==> src/rtl/noc_traffic_node.sv <==
// Per-node mesh traffic generator and ejection checker.
// Injects sequence-numbered flits to a programmable destination; scores received flits per source.
module noc_traffic_node #(
  parameter int unsigned MESH_X  = 4,
  parameter int unsigned MESH_Y  = 4,
  parameter int unsigned ID_W    = 4,
  parameter int unsigned PAY_W   = 8,
  parameter int unsigned NODE_ID = 0,
  parameter logic [15:0] SEED    = 16'hACE1,
  parameter int unsigned FLIT_W  = 2 * ID_W + PAY_W
) (
  input  logic              clk,
  input  logic              rst,
  input  logic              start,
  input  logic [1:0]        mode,
  input  logic [ID_W-1:0]   fixed_dest,
  input  logic [3:0]        gap,
  input  logic [15:0]       num_pkts,
  output logic [FLIT_W-1:0] tx_flit,
  output logic              tx_valid,
  input  logic              tx_ready,
  input  logic [FLIT_W-1:0] rx_flit,
  input  logic              rx_valid,
  output logic              busy,
  output logic              done,
  output logic [15:0]       tx_count,
  output logic [15:0]       rx_count,
  output logic [15:0]       err_count
);

  localparam int unsigned NODES     = MESH_X * MESH_Y;
  localparam int unsigned COMP_INT  = ((1 << ID_W) - 1 - NODE_ID) % NODES;
  localparam int unsigned TRANS_INT = (MESH_X == MESH_Y) ?
                                      ((NODE_ID % MESH_X) * MESH_X + NODE_ID / MESH_X) : COMP_INT;
  localparam logic [ID_W-1:0] SELF_ID   = ID_W'(NODE_ID);
  localparam logic [ID_W-1:0] NEXT_ID   = ID_W'((NODE_ID + 1) % NODES);
  localparam logic [ID_W-1:0] COMP_DST  = ID_W'(COMP_INT);
  localparam logic [ID_W-1:0] TRANS_DST = ID_W'(TRANS_INT);

  typedef enum logic [1:0] {StIdle, StSend, StGap, StDone} state_e;

  state_e            state_q, state_d;
  logic [15:0]       lfsr_q, lfsr_d;
  logic [15:0]       num_q, num_d;
  logic [1:0]        mode_q, mode_d;
  logic [3:0]        gap_q, gap_d;
  logic [3:0]        gap_cnt_q, gap_cnt_d;
  logic [ID_W-1:0]   fixed_q, fixed_d;
  logic [15:0]       tx_count_q, tx_count_d;
  logic [15:0]       rx_count_q, rx_count_d;
  logic [15:0]       err_count_q, err_count_d;
  logic [PAY_W-1:0]  tx_seq_q [NODES];
  logic [PAY_W-1:0]  tx_seq_d [NODES];
  logic [PAY_W-1:0]  exp_seq_q [NODES];
  logic [PAY_W-1:0]  exp_seq_d [NODES];

  logic [ID_W-1:0]   raw_dst, tx_dst;
  logic [15:0]       lfsr_step;
  logic [ID_W-1:0]   rx_src, rx_dst;
  logic [PAY_W-1:0]  rx_pay;
  logic              src_ok, rx_err;

  // Galois form, taps 16,14,13,11, shifting right.
  assign lfsr_step = lfsr_q[0] ? ((lfsr_q >> 1) ^ 16'hB400) : (lfsr_q >> 1);

  always_comb begin
    unique case (mode_q)
      2'd0:    raw_dst = fixed_q;
      2'd1:    raw_dst = ID_W'(32'(lfsr_q[ID_W-1:0]) % NODES);
      2'd2:    raw_dst = COMP_DST;
      default: raw_dst = TRANS_DST;
    endcase
    tx_dst = (raw_dst == SELF_ID) ? NEXT_ID : raw_dst;
  end

  always_comb begin
    state_d    = state_q;
    lfsr_d     = lfsr_q;
    num_d      = num_q;
    mode_d     = mode_q;
    gap_d      = gap_q;
    fixed_d    = fixed_q;
    gap_cnt_d  = gap_cnt_q;
    tx_count_d = tx_count_q;
    tx_seq_d   = tx_seq_q;
    unique case (state_q)
      StIdle, StDone: begin
        if (start) begin
          num_d      = num_pkts;
          mode_d     = mode;
          gap_d      = gap;
          fixed_d    = fixed_dest;
          tx_count_d = '0;
          gap_cnt_d  = '0;
          state_d    = (num_pkts == 16'd0) ? StDone : StSend;
        end
      end
      StSend: begin
        if (tx_ready) begin
          tx_count_d       = tx_count_q + 16'd1;
          tx_seq_d[tx_dst] = tx_seq_q[tx_dst] + PAY_W'(1);
          lfsr_d           = lfsr_step;
          gap_cnt_d        = '0;
          if (tx_count_d == num_q) begin
            state_d = StDone;
          end else if (gap_q != 4'd0) begin
            state_d = StGap;
          end
        end
      end
      StGap: begin
        if (gap_cnt_q == gap_q - 4'd1) begin
          state_d = StSend;
        end else begin
          gap_cnt_d = gap_cnt_q + 4'd1;
        end
      end
      default: state_d = StIdle;
    endcase
  end

  assign rx_src = rx_flit[FLIT_W-1 -: ID_W];
  assign rx_dst = rx_flit[PAY_W +: ID_W];
  assign rx_pay = rx_flit[PAY_W-1:0];
  assign src_ok = 32'(rx_src) < NODES;
  assign rx_err = (rx_dst != SELF_ID) || !src_ok || (rx_pay != exp_seq_q[rx_src]);

  always_comb begin
    rx_count_d  = rx_count_q;
    err_count_d = err_count_q;
    exp_seq_d   = exp_seq_q;
    if (rx_valid) begin
      rx_count_d = rx_count_q + 16'd1;
      if (rx_err && (err_count_q != 16'hFFFF)) begin
        err_count_d = err_count_q + 16'd1;
      end
      // Resync on every in-range source so one dropped flit costs a single error.
      if (src_ok) begin
        exp_seq_d[rx_src] = rx_pay + PAY_W'(1);
      end
    end
  end

  always_ff @(posedge clk or posedge rst) begin
    if (rst) begin
      state_q     <= StIdle;
      lfsr_q      <= SEED;
      num_q       <= '0;
      mode_q      <= '0;
      gap_q       <= '0;
      fixed_q     <= '0;
      gap_cnt_q   <= '0;
      tx_count_q  <= '0;
      rx_count_q  <= '0;
      err_count_q <= '0;
      for (int unsigned i = 0; i < NODES; i++) begin
        tx_seq_q[i]  <= '0;
        exp_seq_q[i] <= '0;
      end
    end else begin
      state_q     <= state_d;
      lfsr_q      <= lfsr_d;
      num_q       <= num_d;
      mode_q      <= mode_d;
      gap_q       <= gap_d;
      fixed_q     <= fixed_d;
      gap_cnt_q   <= gap_cnt_d;
      tx_count_q  <= tx_count_d;
      rx_count_q  <= rx_count_d;
      err_count_q <= err_count_d;
      tx_seq_q    <= tx_seq_d;
      exp_seq_q   <= exp_seq_d;
    end
  end

  assign tx_valid  = (state_q == StSend);
  assign tx_flit   = tx_valid ? {SELF_ID, tx_dst, tx_seq_q[tx_dst]} : '0;
  assign busy      = (state_q == StSend) || (state_q == StGap);
  assign done      = (state_q == StDone);
  assign tx_count  = tx_count_q;
  assign rx_count  = rx_count_q;
  assign err_count = err_count_q;

endmodule

==> config.mk <==
export PLATFORM = sky130hd
export DESIGN_NAME = noc_traffic_node
export DESIGN_NICKNAME = d
export VERILOG_FILES = /design/src/rtl/noc_traffic_node.sv
export SDC_FILE = /design/constraint.sdc
export NUM_CORES = 1
export LEC_CHECK = 0
export BUFFER_PORTS_ARGS = -buffer_cell sky130_fd_sc_hd__buf_2
export CAP_MARGIN = 20
export CORE_AREA = 2 2 178 180
export DETAILED_ROUTE_END_ITERATION = 10
export DIE_AREA = 0 0 180 182
export PLACE_DENSITY = 0.87
export SETUP_SLACK_MARGIN = 0.4
export SLEW_MARGIN = 20
export SYNTH_ARGS = -nofsm -noshare
export SYNTH_HDL_FRONTEND = slang
export SYNTH_SLANG_ARGS = --single-unit
==> constraint.sdc <==
create_clock -name clk -period 10.2 [get_ports clk]
set_input_delay 1.02 -clock clk [delete_from_list [all_inputs] [get_ports clk]]
set_output_delay 1.02 -clock clk [all_outputs]
set_load 0.01 [all_outputs]
==> run metrics, run 1 <==
GRT met2 Usage=0.434; clk sinks=between 300 and 400; Most Used Layer, Global Route=met2; initial DRC count=1627; Hold WC Path Type=flop to flop; Worst EP required=around 9.2 ns; met1 global-route usage=0.330; kind of critical path=flop to output pin; WL per Instance=approximately 20 um; synth warn=0; count leader, synth=dfrtp_1; # fillers=between 2000 and 2500; final instance area=18800 sq um; setup TNS=0 ns; 1st-pass router iterations=6; worst relative slew slack=0.305; final cycle utilization of the critical path=0.513; Crit. End Element=output pin; # IOs=114; first-pass GRT wire length=69200 um; Max Freq=roughly 0.19 GHz; IO buf count=approximately 110; mapped cell area=about 17000 sq um; pin count of the biggest net entering global routing=84; number of global-route vias before repair=13300; max_cap viols=0; GRT Util Overall=0.260; hold_ws=0.458 ns; #FFs+latches synth=344; Area contributors post-synth=dfrtp_1 50%, nand2_1 5.7%, o21ai_0 5.5%; RSZ-0062 raised after global routing=false; share of cells above drive strength 1=0.188; CP Data Arrival Time=approximately 4.2 ns; DP Area=between 15000 and 20000 sq um; hpwl dp=~28000 um; clock tree from TritonCTS=yes; Yosys top cell area share=0.504; Synth Instances=~1700; H-Tree Level Count=2; CTS Buffer Depth=3; row count=65; Max Fanout on Critical Path=26; gr ovfl total=0; Post-synth ARST share=1.00; Die Span X=about 180 um; peak supply drop=approximately 230 uV; worst skew pair latency=about 0.53 ns; count of cell types in the netlist=a little over 80; Die Y=182 um; Tmin final=between 5 and 6 ns; final setup fails=0; ys flop type=dfrtp_1; Num CTS Buffers=38; post-cts gate resize count=0; fin util=0.605; Core ar.=about 31000 sq um; Post-synth EDFFs=0; NumNets Final=~1800; Initial Utilization=0.538; status=completed; post-CTS setup buffers=0; Final Skew=about 0.017 ns; vias per cell=6.21; final setup margin=slightly below 5 ns; worst slack, placed=5.19 ns; grt met3 use=0.0558; final wirelength=42800 um; DRC viols=0; full die area=about 33000 sq um; post-synth top area cell=dfrtp_1; Seq/Total Area, Yosys=0.517; commonest cells in the netlist=336 x dfrtp_1, 253 x nand2_1, 183 x o21ai_0; Area growth syn-to-layout=12.4%; CTS Hold Buffers Added=0; post-route ant nets=0; Least-Margin Pin Slew=roughly 1.0 ns; Final GP Congestion=0.986; root buf cell=clkbuf_16; syn avg cell area=around 10 sq um; initial antenna violation count=2; via count of the routed design=approximately 13000; critical path startpoint category=flop; clk slew on worst S/H paths=approximately 0.060 ns; PwrDens=between 200 and 300 nW/um^2; leakage power=roughly 0.0084 uW; final slew viol count=0; final hold vios=0
layer usage:
layer  vias to the layer above  share of wire
li1                       5981              -
met1                      6551           0.39
met2                       698           0.49
met3                       171          0.087
met4                         2          0.041
met5                         -        0.00030
flip-flops by register name, summed over array words and instances, names as in the netlist:
register,flops
num_q,16
err_count,16
tx_seq_q,120
fixed_q,4
rx_count,16
state_q,2
tx_count,16
mode_q,2
exp_seq_q,128
gap_q,4
lfsr_q,16
gap_cnt_q,4
worst max-delay path, stage by stage, from the launching register on:
cell	delay, ns
dfrtp_1	0.84
nor2_1	0.16
a22oi_2	0.66
a21oi_1	0.49
a32oi_1	0.33
nand4_1	0.62
and2_1	0.42
buf_2	0.14
area by class of cell:
class	count	area (sq um)	share of cell area
inverters	20	78.8	0.00420
well taps	402	503	0.0268
multi-input cells	1194	7540	0.402
clock buffers	53	1110	0.0591
repair buffers	131	746	0.0398
diodes	1	2.50	0.000133
clock inverters	15	156	0.00834
flip-flops and latches	344	8620	0.460
metrics by stage:
stage,total power (uW),std cells
2_1_floorplan,3470,1670
3_3_place_gp,3930,2089
3_5_place_dp,4050,2090
4_1_cts,5450,2158
5_1_grt,5780,2160
6_report,5500,2160
report_power, final:
group          internal (uW)  leakage (uW)  switching, uW
combinational            756       0.00345           1290
clock                    835      0.000631            554
sequential              1740       0.00434            316
worst paths after layout:
path,from,end,slack (ns),cells past startpoint
max,mode_q[1]$_DFFE_PP0P_,tx_flit[0],4.97,7
min,lfsr_q[6]$_DFFE_PP1P_,lfsr_q[6]$_DFFE_PP1P_,0.46,2
max reg2reg,mode_q[1]$_DFFE_PP0P_,tx_seq_q[46]$_DFFE_PP0P_,5.24,10
min reg2reg,lfsr_q[6]$_DFFE_PP1P_,lfsr_q[6]$_DFFE_PP1P_,0.46,2
max in group asynchronous,rst,tx_seq_q[99]$_DFFE_PP0P_,7.58,5
min in group asynchronous,rst,tx_count[1]$_DFFE_PP0P_,0.56,2
layout by cell type (no fill, tap or decap), types with 14 or more instances in the layout:
cell	Yosys	layout
a21oi_1	99	99
a22o_1	14	14
buf_2	22	109
buf_4	9	18
clkbuf_16	0	39
dfrtp_1	336	335
inv_1	20	19
mux2_2	67	67
mux2i_1	38	38
mux4_2	21	21
nand2_1	253	253
nand3_1	38	38
nand4_1	20	20
nor2_1	132	132
nor3_1	22	22
nor4_1	14	14
o21ai_0	183	183
xnor2_1	56	55
xor2_1	32	28
logic make-up after synthesis:
family | after synthesis | share of synthesized area
and+or+nand+nor | 554 | 0.151
muxes | 126 | 0.0964
xor gates and xnor gates | 89 | 0.0472
AOI/OAI and AO/OA | 411 | 0.147
other | 1 | 0.000225
DFF | 344 | 0.517
adders and majority gates | 10 | 0.00750
buffers and inverters | 132 | 0.0343
Note: power is estimated with default switching activity, not from simulation.
==> inputs of run 2 (changes only) <==
- ABC_AREA: unset -> 1
- CORE_AREA: 2 2 178 180 -> 2 2 176 178
- DIE_AREA: 0 0 180 182 -> 0 0 178 180
- PLACE_DENSITY: 0.87 -> 0.89
- clock period: 10.2 -> 5.5 ns (I/O delays scaled with it)
==> run 2 against run 1 <==
  * Global-route usage grew 3.8 points
  * Clock skew increased by 0.011 ns
  * Via count rose by 18%
  * Power up 100%
  * Critical path type is now flop to flop
  * Largest cell class unchanged
==> run metrics, run 2 <==
post-route ant nets=0; initial DRC count=1729; Max Fanout on Critical Path=29; vias per cell=just under 6; commonest cells in the netlist=734 x nand2_1, 344 x dfrtp_1, 213 x inv_1; CTS Hold Buffers Added=0; Critical path origin=mode_q[1]$_DFFE_PP0P_; clk slew on worst S/H paths=0.06 ns; Post-synth ARST share=1.00; hpwl dp=roughly 31000 um; worst r2r src=mode_q[1]$_DFFE_PP0P_; Tmin final=roughly 4.3 ns; CP endpoint=tx_seq_q[84]$_DFFE_PP0P_; root buf cell=clkbuf_16; compound-gate portion of the synthesized area=0.109; Seq/Total Area, Yosys=0.502; IO buf count=roughly 110; row count=64; DRC viols=0; status=completed; CTS Buffer Depth=3; commonest non-fill, non-tap cell in the layout=nand2_1; Area growth syn-to-layout=12.0%; final setup fails=0; pin count of the biggest net entering global routing=~190; syn avg cell area=7.96 sq um; ys flop type=dfrtp_1; first-pass GRT wire length=a little under 80000 um; Final GP Congestion=about 1; full die area=roughly 32000 sq um; XOR/XNOR share of the synthesized area=0.0355; RSZ-0062 raised after global routing=false; 1st-pass router iterations=6; #FFs+latches synth=approximately 350; count of cell types in the netlist=45; Hold WC Path Type=input port to asynchronous set/reset pin; NumNets Final=2338; synth warn=0; clock tree from TritonCTS=yes; post-cts gate resize count=0; Crit. End Element=flop; Post-synth EDFFs=0; mapped cell area=approximately 18000 sq um; kind of critical path=flop to flop; Least-Margin Pin Slew=between 1 and 1.5 ns; setup TNS=0 ns; final wirelength=47300 um; Reg-to-Reg End=tx_seq_q[84]$_DFFE_PP0P_; gr ovfl total=0; # diodes=0; Synth Instances=around 2200; Reg2Reg Setup Slack=roughly 1.2 ns; Area contributors post-synth=dfrtp_1 49%, nand2_1 16%, o21ai_0 5.6%; Worst EP required=between 5 and 6 ns; H-Tree Level Count=2; post-synth top area cell=dfrtp_1; final hold vios=0; WL per Instance=approximately 17 um; main combinational cell family by area after synthesis=simple AND/OR/NAND/NOR gates; # fillers=roughly 2400; post-synthesis adder-cell area fraction=0.00712; final instance area=around 20000 sq um; via count of the routed design=roughly 16000; leakage power=0.00991 uW; critical path startpoint category=flop; Core ar.=roughly 30000 sq um; share of cells above drive strength 1=0.107; post-CTS setup buffers=0; count leader, synth=nand2_1; final slew viol count=0; max_cap viols=0; GRT Util Overall=0.298; worst relative slew slack=0.312; Die Y=around 180 um; FF-to-FF path depth=18; # IOs=about 110; commonest non-fill, non-tap cells in the layout=733 x nand2_1, 344 x dfrtp_1, 212 x inv_1; Initial Utilization=0.582; multiplexer share of the synthesized area=0.00513; clk sinks=352; Yosys top cell area share=0.490; worst skew pair latency=0.53 ns; Max Freq=0.235 GHz; biggest regs=exp_seq_q x128, tx_seq_q x128; initial antenna violation count=0; peak supply drop=roughly 490 uV; Num CTS Buffers=39; Die Span X=178 um; number of global-route vias before repair=15500; final cycle utilization of the critical path=0.773; PwrDens=~560 nW/um^2; CP Data Arrival Time=~4.6 ns; DP Area=approximately 18000 sq um; Final Skew=0.0275 ns; Simple-Gate Fraction of Synth Area=0.265
-- run 2: worst min path at each step --
stage	end	slack (ns)	from
final	rx_count[4]$_DFFE_PP0P_	0.13	rst
after global placement	tx_seq_q[124]$_DFFE_PP0P_	0.37	tx_seq_q[124]$_DFFE_PP0P_
after floorplan	tx_seq_q[121]$_DFFE_PP0P_	0.43	tx_seq_q[121]$_DFFE_PP0P_
after CTS	gap_q[2]$_DFFE_PP0P_	0.26	gap[2]
after detailed placement	tx_seq_q[121]$_DFFE_PP0P_	0.37	tx_seq_q[121]$_DFFE_PP0P_
after global routing	rx_count[0]$_DFFE_PP0P_	0.17	rst
-- run 2: logic make-up after synthesis --
kind of cell | after synthesis
compound gates | 340
xor+xnor | 68
fa+ha+maj | 10
buf+inv | 327
flops | 352
mux | 8
other cells | 1
simple gates | 1102
-- run 2: stage by stage --
stage / utilization / power, uW / cells / setup slack (ns) / hold slack, ns
after global placement: 0.606 / 8060 / 2635 / 1.51 / 0.366
after CTS: 0.651 / 11000 / 2704 / 1.31 / 0.258
after floorplan: - / 7040 / 2211 / 0.242 / 0.429
after detailed placement: 0.606 / 8210 / 2635 / 1.41 / 0.368
after global routing: 0.652 / 11800 / 2705 / 0.941 / 0.173
final: 0.652 / 11100 / 2705 / 1.25 / 0.125
-- run 2: final cells by class --
| class | instances | area (sq um) | area share |
|---|---|---|---|
| clock inverter | 15 | 224 | 0.0114 |
| clock buffer | 54 | 1120 | 0.0571 |
| multi-input combinational | 1532 | 7430 | 0.378 |
| inverter | 229 | 863 | 0.0439 |
| sequential | 352 | 8820 | 0.448 |
| timing repair buffer | 127 | 726 | 0.0369 |
| tap | 396 | 495 | 0.0252 |
-- run 2: worst max-delay path, stage by stage, from the launching register on --
cell and delay (ns):
dfrtp_1 0.42, nor2_2 0.21, nand2_1 0.09, nand2_1 0.20
nand2_4 0.26, nand2_2 0.18, buf_4 0.39, nand3_1 0.15
nand2_1 0.09, inv_1 0.05, nand2_1 0.07, nand2_1 0.06
nand2_1 0.11, inv_1 0.05, nand2_1 0.36, ha_1 0.38
nand4_1 0.60, nand3_1 0.31, o21ai_0 0.12
-- run 2: routing by layer --
metal	vias up	global-route usage	wire length, um	part of all wire
li1	7246	-	-	-
met1	7498	0.393	18400	0.39
met2	881	0.480	22100	0.47
met3	209	0.0482	4270	0.090
met4	0	0.142	2450	0.052
met5	-	0	0	0
-- run 2: power by group --
part | switching (uW) | internal, uW
combinational | 3160 | 1320
sequential | 500 | 3350
clock | 1060 | 1670
==> inputs of run 3 (changes only) <==
- clock period: 5.5 -> 4 ns (I/O delays scaled with it)
==> run 3 against run 2 <==
  * Register-to-register slack lost 0.66 ns
  * First-iteration DRC count up 14%
  * Die area stayed put
  * Critical path type is now flop to output pin
==> run metrics, run 3 (synthesis results as in run 2) <==
status=completed; clock tree from TritonCTS=yes; worst relative slew slack=0.376; Least-Margin Pin Slew=between 0.9 and 1 ns; Die Span X=~180 um; CTS Buffer Depth=3; biggest regs=exp_seq_q x128, tx_seq_q x128; Area growth syn-to-layout=13.3%; Clock power frac=0.237; final setup margin=roughly 0.52 ns; Net Sw Power=between 6000 and 7000 uW; Max Freq=roughly 0.29 GHz; final hold vios=0; # diodes=0; H-Tree Level Count=2; Initial Utilization=0.582; root buf cell=clkbuf_16; CP Data Arrival Time=3.08 ns; # IOs=roughly 110; clk slew on worst S/H paths=about 0.06 ns; row count=between 60 and 70; Final GP Congestion=0.974; critical path startpoint category=flop; hold_ws=approximately 0.12 ns; WL per Instance=approximately 17 um; gr ovfl total=0; commonest non-fill, non-tap cell in the layout=nand2_1; commonest non-fill, non-tap cells in the layout=731 x nand2_1, 344 x dfrtp_1, 212 x inv_1; Crit. End Element=output pin; IO buf count=about 110; kind of critical path=flop to output pin; leakage power=roughly 0.01 uW; # fillers=roughly 2300; Worst EP required=3.60 ns; Num CTS Buffers=38; Tmin final=approximately 3.5 ns; DRC viols=0; share of cells above drive strength 1=0.115; Final Skew=between 0.02 and 0.025 ns; final cycle utilization of the critical path=0.871; PwrDens=795 nW/um^2; Comb power frac=0.429; Die Y=between 150 and 200 um; vias per cell=just under 6; Max Fanout on Critical Path=29; 1st-pass router iterations=8; initial antenna violation count=0; final slew viol count=0; Seq pwr share=0.334; pin count of the biggest net entering global routing=between 100 and 150; Core ar.=a little over 30000 sq um; Hold WC Path Type=input port to flop; GRT Util Overall=0.299; full die area=32000 sq um; RSZ-0062 raised after global routing=true; clk sinks=around 350; final wirelength=~48000 um; first-pass GRT wire length=77400 um; Int Pwr=between 9000 and 10000 uW; post-route ant nets=0; via count of the routed design=15800; max_cap viols=0; number of global-route vias before repair=between 15000 and 20000; initial DRC count=between 1500 and 2000; Net Sw Frac=0.431; peak supply drop=547 uV; final setup fails=0; hpwl dp=between 30000 and 40000 um; NumNets Final=2359; worst slack, placed=0.527 ns; worst skew pair latency=0.53 ns
[run 3: cell types whose count changed in the layout (fill, tap and decap cells not counted), sizes merged]
cell,delta
buf,+20
clkbuf,+4
clkinvlp,-3
inv,-2
dlygate4sd3,+1
nand2,+1
[run 3: layout make-up]
| cell class | count | area, sq um | share of cell area |
|---|---|---|---|
| Clock buffer | 58 | 1160 | 0.0582 |
| Timing Repair Buffer | 148 | 886 | 0.0445 |
| Tap cell | 396 | 495 | 0.0249 |
| Clock inverter | 10 | 178 | 0.00892 |
| Sequential cell | 352 | 8820 | 0.443 |
| Inverter | 229 | 863 | 0.0433 |
| Multi-Input combinational cell | 1533 | 7510 | 0.377 |
[run 3: through the flow]
stage          power, uW  cell area [sq um]  cells  setup TNS, ns   util
2_1_floorplan       9680              17600   2211        -381.10      -
3_3_place_gp       11400              18500   2655              0  0.612
3_5_place_dp       11600              18500   2655              0  0.612
4_1_cts            15500              19800   2724              0  0.657
5_1_grt            16700              19900   2726              0  0.660
6_report           15800              19900   2726              0  0.660
[run 3: final timing paths]
check                                          start                          to  slack, ns  depth (start not counted)
setup reg to reg               mode_q[1]$_DFFE_PP0P_    tx_seq_q[92]$_DFFE_PP0P_       0.59                         19
hold reg to reg            tx_seq_q[125]$_DFFE_PP0P_   tx_seq_q[125]$_DFFE_PP0P_       0.38                          0
hold / removal                                gap[2]        gap_q[2]$_DFFE_PP0P_       0.12                          2
setup / recovery               mode_q[1]$_DFFE_PP0P_                  tx_flit[3]       0.52                         16
min in group asynchronous                        rst  exp_seq_q[107]$_DFFE_PP0P_       0.36                          3
max in group asynchronous                        rst    tx_seq_q[53]$_DFFE_PP0P_       2.69                          4
[run 3: power groups by stage]
| stage | clock (uW) | combinational, uW | sequential (uW) |
|---|---|---|---|
| after detailed placement | 0 | 6320 | 5280 |
| after CTS | 3780 | 6420 | 5250 |
| after global routing | 3950 | 7400 | 5380 |
| after floorplan | 0 | 4540 | 5140 |
| after global placement | 0 | 6150 | 5230 |
| final | 3750 | 6800 | 5280 |
[run 3: worst max-delay path: stages (launching register included)]
cell and delay [ns]:
dfrtp_1 0.45, nor2_4 0.18, nand2_1 0.10, nand2_2 0.17, nand2_8 0.17, nand2_4 0.18
buf_4 0.37, nand3_1 0.13, nand2_1 0.09, inv_1 0.05, nand2_1 0.06, nand2_1 0.07
nand2_1 0.14, nor2_4 0.07, inv_1 0.11, nor2_1 0.05, buf_2 0.16
[run 3: routing by layer]
metal	routed length (um)	vias up	GRT usage	part of all wire
met4	2000	0	0.135	0.042
met1	18600	7432	0.400	0.39
met3	4640	162	0.0457	0.098
li1	-	7297	-	-
met2	22300	920	0.481	0.47
met5	0	-	0	0
[run 3: repair_timing]
action,4_1_cts,5_1_grt
cloned,0,1
endpoints found under the setup margin,7,60
resized for setup,3,13
buffers inserted,0,1
endpoints found under the hold margin,6,0
pin swaps,0,2
hold buffers,1,0
